File: src/rtl/hazard_stall_controller.sv
// Pipeline hazard sequencer: load-use bubbles, branch flushes and data-memory freeze
// with a timeout fault and saturating stall/flush counters.
module hazard_stall_controller #(
   parameter int REG_AW      = 5,
   parameter int CNT_W       = 16,
   parameter int MEM_TIMEOUT = 64
) (
   input  logic              clk,
   input  logic              rst_n,
   input  logic [REG_AW-1:0] id_rs1,
   input  logic [REG_AW-1:0] id_rs2,
   input  logic              id_uses_rs2,
   input  logic              idex_memread,
   input  logic [REG_AW-1:0] idex_rd,
   input  logic              exmem_branch_taken,
   input  logic              exmem_mem_req,
   input  logic              dmem_ready,
   output logic              hz_ctrl,
   output logic              pc_write,
   output logic              ifid_write,
   output logic              ifid_flush,
   output logic              idex_flush,
   output logic              exmem_flush,
   output logic              pipe_hold,
   output logic              mem_fault,
   output logic [CNT_W-1:0]  stall_cycles,
   output logic [CNT_W-1:0]  flush_count
);

   typedef enum logic [1:0] {
      RUN      = 2'd0,
      MEM_WAIT = 2'd1,
      FAULT    = 2'd2
   } state_t;

   // Wide enough to reach MEM_TIMEOUT plus one without wrapping.
   localparam int WCW = $clog2(MEM_TIMEOUT + 2);
   localparam logic [WCW-1:0] TMO = WCW'(MEM_TIMEOUT);

   state_t         state;
   logic [WCW-1:0] wait_cnt;
   logic           load_use;
   logic           freeze;
   logic           flush;
   logic           bubble;

   always_comb begin
      load_use = idex_memread && (idex_rd != '0) &&
                 ((idex_rd == id_rs1) || (id_uses_rs2 && (idex_rd == id_rs2)));
      freeze   = ((state == RUN) && exmem_mem_req && !dmem_ready) ||
                 ((state == MEM_WAIT) && !dmem_ready) ||
                 (state == FAULT);
      flush    = exmem_branch_taken && !freeze;
      bubble   = load_use && !freeze && !flush;

      pipe_hold   = freeze;
      pc_write    = !freeze && !bubble;
      ifid_write  = !freeze && !bubble;
      hz_ctrl     = bubble;
      ifid_flush  = flush;
      idex_flush  = flush;
      exmem_flush = flush;
   end

   always_ff @(posedge clk or negedge rst_n) begin
      if (!rst_n) begin
         state        <= RUN;
         wait_cnt     <= '0;
         mem_fault    <= 1'b0;
         stall_cycles <= '0;
         flush_count  <= '0;
      end else begin
         case (state)
            RUN: begin
               if (exmem_mem_req && !dmem_ready) begin
                  state    <= MEM_WAIT;
                  wait_cnt <= WCW'(1);
               end
            end
            MEM_WAIT: begin
               if (dmem_ready) begin
                  state    <= RUN;
                  wait_cnt <= '0;
               end else if ((MEM_TIMEOUT != 0) && (wait_cnt == TMO)) begin
                  state     <= FAULT;
                  mem_fault <= 1'b1;
               end else if (wait_cnt != '1) begin
                  wait_cnt <= wait_cnt + WCW'(1);
               end
            end
            FAULT:   state <= FAULT;
            default: state <= RUN;
         endcase

         if ((freeze || bubble) && (stall_cycles != '1))
            stall_cycles <= stall_cycles + CNT_W'(1);
         if (flush && (flush_count != '1))
            flush_count <= flush_count + CNT_W'(1);
      end
   end

endmodule
File: config.mk
export PLATFORM = sky130hd
export DESIGN_NAME = hazard_stall_controller
export DESIGN_NICKNAME = d
export VERILOG_FILES = /design/src/rtl/hazard_stall_controller.sv
export SDC_FILE = /design/constraint.sdc
export NUM_CORES = 1
export LEC_CHECK = 0
export CORE_UTILIZATION = 52
export CTS_CLUSTER_SIZE = 28
export DETAILED_ROUTE_END_ITERATION = 6
export GPL_TIMING_DRIVEN = 0
export PLACE_DENSITY = 0.81
export SLEW_MARGIN = 20
export SYNTH_ARGS = -nofsm -noshare
export SYNTH_HDL_FRONTEND = slang
export SYNTH_SLANG_ARGS = --single-unit
File: constraint.sdc
create_clock -name clk -period 4.66 [get_ports clk]
set_input_delay 0.932 -clock clk [delete_from_list [all_inputs] [get_ports clk]]
set_output_delay 0.932 -clock clk [all_outputs]
set_load 0.1 [all_outputs]
# ---- Word level (Yosys, flattened, before mapping)
# Index checks and enable logic that the tools add are counted.
dict set report totals {
  ff_bits 42
  in_bits 22
  elab_cells 57
  output_inout_bits 40
}
dict set report classes {
  n_mux 9
  n_reduce_logical 27
  eq_ne 12
  addsub 3
  n_bitwise 1
}
# cell n
set op_table {}
lappend op_table {{16-bit by 1-bit adder with 16-bit output, second input constant} 2}
lappend op_table {{16-bit != test, second input constant} 2}
lappend op_table {{7-bit two-way mux} 4}
lappend op_table {{7-bit case mux with 2 select lines} 1}
lappend op_table {{1-bit logical AND} 13}
lappend op_table {{5-bit == test} 2}
lappend op_table {{7-bit by 1-bit adder with 7-bit output, second input constant} 1}
lappend op_table {{7-bit == test, second input constant} 1}
lappend op_table {{7-bit != test, second input constant} 1}
lappend op_table {{2-bit two-way mux} 3}
lappend op_table {{3-bit by 2-bit != test with 1-bit output, second input constant} 2}
lappend op_table {{2-bit case mux with 3 select lines} 1}
lappend op_table {{5-bit nonzero test} 1}
lappend op_table {{1-bit zero test} 4}
lappend op_table {{1-bit logical OR} 4}
lappend op_table {{4-bit AND reduction} 1}
lappend op_table {{3-bit != test, second input constant} 1}
lappend op_table {{3-bit AND reduction} 1}
lappend op_table {{2-bit by 1-bit == test with 1-bit output, second input constant} 1}
lappend op_table {{2-bit == test, second input constant} 1}
lappend op_table {{2-bit zero test} 1}
lappend op_table {{2-bit by 1-bit != test with 1-bit output, second input constant} 1}
lappend op_table {{2-bit AND reduction} 1}
lappend op_table {{2-bit nonzero test} 1}
lappend op_table {{1-bit inverter} 1}

# ---- Depth between registers and ports, before layout
dict set report depth {
  ltp_word 11
  mapped_depth 8
  mapped_depth_nobuf 7
}

# ---- Least setup slack after synthesis
# Ideal clock, no wire load.
dict set report synth_timing {
  path_kind {input-to-output}
  start {in exmem_mem_req}
  end {out hz_ctrl}
  setup_slack_ns -0.134
  n_path_buf 0
  arrival_ns 3.862
  t_required_ns 3.728
  stages 4
  path_cell_list {nor2_1 o21a_4 inv_1 nor3_1}
}
dict set report synth_via {
  elab_chain_cells 8
  elab_cells_between_ends 9
  classes_between {9 x reduce/logical}
}
# element line
set synth_lines {}
lappend synth_lines {{from (decl)} 16} ;# input logic exmem_mem_req,
lappend synth_lines {{1-bit logical AND * (2 in series)} 50} ;# freeze = ((state == RUN) && exmem_mem_req && !dmem_ready) ||
lappend synth_lines {{1-bit logical OR *} 50}
lappend synth_lines {{1-bit logical OR *} 51} ;# ((state == MEM_WAIT) && !dmem_ready) ||
lappend synth_lines {{net pipe_hold} 24} ;# output logic pipe_hold,
lappend synth_lines {{1-bit zero test *} {53, 54}}
lappend synth_lines {{1-bit logical AND} 53} ;# flush = exmem_branch_taken && !freeze;
lappend synth_lines {{1-bit zero test} 54} ;# bubble = load_use && !freeze && !flush;
lappend synth_lines {{1-bit logical AND *} 54}
lappend synth_lines {{to (decl)} 18} ;# output logic hz_ctrl,
# The timed path passes the listed nets; every way through them passes the cells marked *.

# ---- Final worst setup path
dict set report layout_timing {
  start {in idex_rd[1]}
  end {out ifid_write}
}
dict set report layout_via {
  elab_chain_cells 8
  elab_cells_between_ends 11
  classes_between {2 x eq/ne; 9 x reduce/logical}
}
# element line
set layout_lines {}
lappend layout_lines {{from (decl)} 14} ;# input logic [REG_AW-1:0] idex_rd,
lappend layout_lines {{5-bit == test} 49} ;# ((idex_rd == id_rs1) || (id_uses_rs2 && (idex_rd == id_rs2)));
lappend layout_lines {{1-bit logical AND} 49}
lappend layout_lines {{1-bit logical OR} 49}
lappend layout_lines {{1-bit logical AND *} 48} ;# load_use = idex_memread && (idex_rd != '0) &&
lappend layout_lines {{1-bit logical AND * (2 in series)} 54}
lappend layout_lines {{1-bit zero test *} 58} ;# ifid_write = !freeze && !bubble;
lappend layout_lines {{1-bit logical AND *} 58}
lappend layout_lines {{to (decl)} 20} ;# output logic ifid_write,
# Mark *: on every way between the ends. The rest lies on a longest branch, timed or not.

==> impl_metrics.ini <==
[logic_synthesis]
synth.area.mux_share = 0.0192
synthTopCellsByArea = dfrtp_1, xnor2_1, xor2_1
synth-adder-area-share = 0.0219
yosysTopAreaCell = dfrtp_1
netlist.area_leader.share = 0.460
synth_compound_area_frac = 0.0647
async_flop_share = 1.00
synth_nets = 251
netlist_area_um2 = 2280
synth.distinct_cells = 43
synth_warnings = 0
ys_seq_area_frac = 0.460
synth_edf_count = 0
netlist_instances = 225
synth_seq_cells = 42
synth.avg_cell_area_um2 = 10.1
synth_xor_area_frac = 0.161
synth_top_family_by_area = simple AND/OR/NAND/NOR gates
synth-simple-area-share = 0.230
ys.flop_type = dfrtp_1

[clocking]
post_cts_buffers = 0
cts_tree = yes
cts_root_buf = clkbuf_8
cts_buffers = 5
ctsHtreeMaxLevel = 2
cts_max_path_buffers = 2
clk_latency_ns = 0.30
clkSinkCount = 42
path_clk_slew_ns = 0.08
ctsHoldBuffers = 0

[global_route]
grt_overflow = 0
use_met3 = 0.0383
grt_use_met2 = 0.392
grt_pass1_vias = 1749
grt_pass1_wl_mm = 7.60
antenna_found_initial = 0
grt_max_degree = 33
busiest_layer = met2
grtUsageMet1 = 0.256
grtUsageTotal = 0.222

[worst_setup_path]
path_cells = clkdlybuf4s50_1 -> or4_1 -> o21ai_1 -> o21ai_0 -> inv_1 -> clkdlybuf4s50_1
path_buf_inv = 3
cpMostUsedCell = clkdlybuf4s50_1
cpLargestDelayFamily = buffers and inverters
cp_max_fo = 3
critPathLaunchType = input port
endpoint_kind = output pin
slowest_stage = clkdlybuf4s50_1
critical_path_required_ns = 3.73
cp_slowest_stage_delay_ns = 1.13
critPathArrivalTime_ns = 3.63
path_class = in2out

[run_status]
status = finished, final reports clean

[drt]
ant_nets = 0
vias = 1811
avgRoutedWirePerCell_um = 13.7
viasPerCell = 5.25
drt_wl_total_mm = 4.73
drc = 0
dr.first_iter.drc_count = 78
firstDrtPassIters = 4

[power_and_ir_drop]
p_clk_frac = 0.140
p_sw_mw = 0.967
power.share.switching = 0.545
pwr-share-seq = 0.305
power.internal_mw = 0.806
vdd_drop_max_mv = 0.634
p_total_mw = 1.77
power.leakage_nw = 1.30
power_frac_comb = 0.555
power.density_nw_per_um2 = 577

[floorplan]
fp-row-count = 23
die-area_um2 = 4660
die-height_um = 68.3
io_pins = 62
core_um2 = 4120
die_w_um = 68.3
start_util = 0.555

[timing]
worst_pin_slew_ns = 1.02
fin_tns_setup_ns = 0
rsz0062_at_grt = no
final-hold-violation-count = 0
slew_violations = 0
min_period_ns = 4.56
max_freq_mhz = 219
timing.slew.headroom = 0.318
min_period_over_period = 0.978
skew_ns = 0.00476
setup_violations = 0

[cells_and_area]
drive_above_1_share = 0.0949
nets = 320
syn2layout_area_growth_pct = 34.6
utilization = 0.747
diodes = 0

[placement]
place.port_buffers = 61
routabilityCongestion = 0.805
dp_hpwl_mm = 3.54

[min_path]
hold_path.class = reg2reg

[flow_run]
drv_cap = 0
-- layer usage --
layer	up-vias	wire [um]
met3	9	167
li1	914	-
met4	0	102
met5	-	0
met1	850	2010
met2	38	2440
-- power by group through the flow --
| stage | clock, mW | sequential [mW] | combinational (mW) |
|---|---|---|---|
| after CTS | 0.252 | 0.542 | 0.989 |
| after global routing | 0.268 | 0.556 | 1.02 |
| after global placement | 0 | 0.548 | 0.974 |
| final | 0.248 | 0.541 | 0.984 |
| after detailed placement | 0 | 0.546 | 0.987 |
| after floorplan | 0 | 1.08 | 0.212 |
-- flip-flops by register name (all words and copies together) (netlist names) --
name / cells
flush_count: 16
stall_cycles: 16
wait_cnt: 7
state: 2
mem_fault: 1
-- metrics by stage --
step | std cells | hold slack [ns] | worst slack (ns) | cell area (um^2)
after floorplan | 225 | 0.524 | 0.715 | 2290
after global placement | 336 | 0.456 | 0.00842 | 2960
after detailed placement | 337 | 0.455 | 0.00765 | 2980
after CTS | 345 | 0.480 | 0.00674 | 3070
after global routing | 345 | 0.505 | 0.00678 | 3070
final | 345 | 0.476 | 0.101 | 3070
-- cell usage after synthesis (all sizes together) (2+ instances only) --
master / number
a21oi: 3
a41oi: 2
and3: 6
buf: 5
dfrtp: 42
ha: 4
inv: 13
mux2: 3
nand2: 12
nand2b: 4
nand3: 19
nand4: 8
nor2: 24
nor3: 9
nor4: 6
o21ai: 5
or2: 2
xnor2: 24
xor2: 18
-- layout make-up --
type	instances	area, um^2
clock inverter	2	12.5
buffer	6	48.8
inverter	13	48.8
tap	50	62.6
fill	307	1040
sequential	42	1050
multi-input combinational	164	1140
timing repair buffer	62	628
clock buffer	6	82.6
-- placed cells by master (no fill, tap or decap), types with 2 or more instances in the layout --
cell             netlist  layout
nand4_1                8       8
nor3_4                 2       2
nor3_1                 6       5
nor4_1                 4       4
nand2_1               12      12
a21oi_1                3       3
nor4_2                 2       2
mux2_2                 2       2
o21ai_0                4       4
clkbuf_8               0       6
nand3_1               19      19
ha_1                   4       4
and3_1                 6       6
xnor2_1               24      24
clkdlybuf4s50_1        0      59
nor2_1                24      24
inv_1                 13      13
dfrtp_1               42      42
buf_6                  2       2
xor2_1                18      18
buf_4                  3       3
nand2b_1               4       4
nor3_2                 1       2
-- repair_timing --
item / 4_1_cts / 5_1_grt
resized for setup: 0 / 1
setup endpoints to repair: 0 / 1
endpoints found under the hold margin: 0 / 0
-- final timing paths --
path	startpoint	end	slack [ns]	cells after the start
worst max-delay path	idex_rd[1]	ifid_write	0.10	6
worst min-delay path	mem_fault$_DFFE_PN0P_	mem_fault$_DFFE_PN0P_	0.48	1
worst max register to register	flush_count[6]$_DFFE_PN0P_	flush_count[7]$_DFFE_PN0P_	2.59	6
worst min register to register	mem_fault$_DFFE_PN0P_	mem_fault$_DFFE_PN0P_	0.48	1
max in group asynchronous	rst_n	stall_cycles[9]$_DFFE_PN0P_	3.73	2
min in group asynchronous	rst_n	flush_count[0]$_DFFE_PN0P_	0.49	1
-- logic make-up (layout without fill, tap and decap cells) --
| logic type | Yosys count | count (layout) |
|---|---|---|
| AND/OR/NAND/NOR | 96 | 96 |
| XOR/XNOR | 42 | 42 |
| flip-flops | 42 | 42 |
| buffers and inverters | 19 | 89 |
| AO/OA/AOI/OAI | 18 | 18 |
| adder cells (fa/ha/maj) | 4 | 4 |
| multiplexers | 4 | 4 |
No activity file was read; power rests on OpenSTA's default activity.
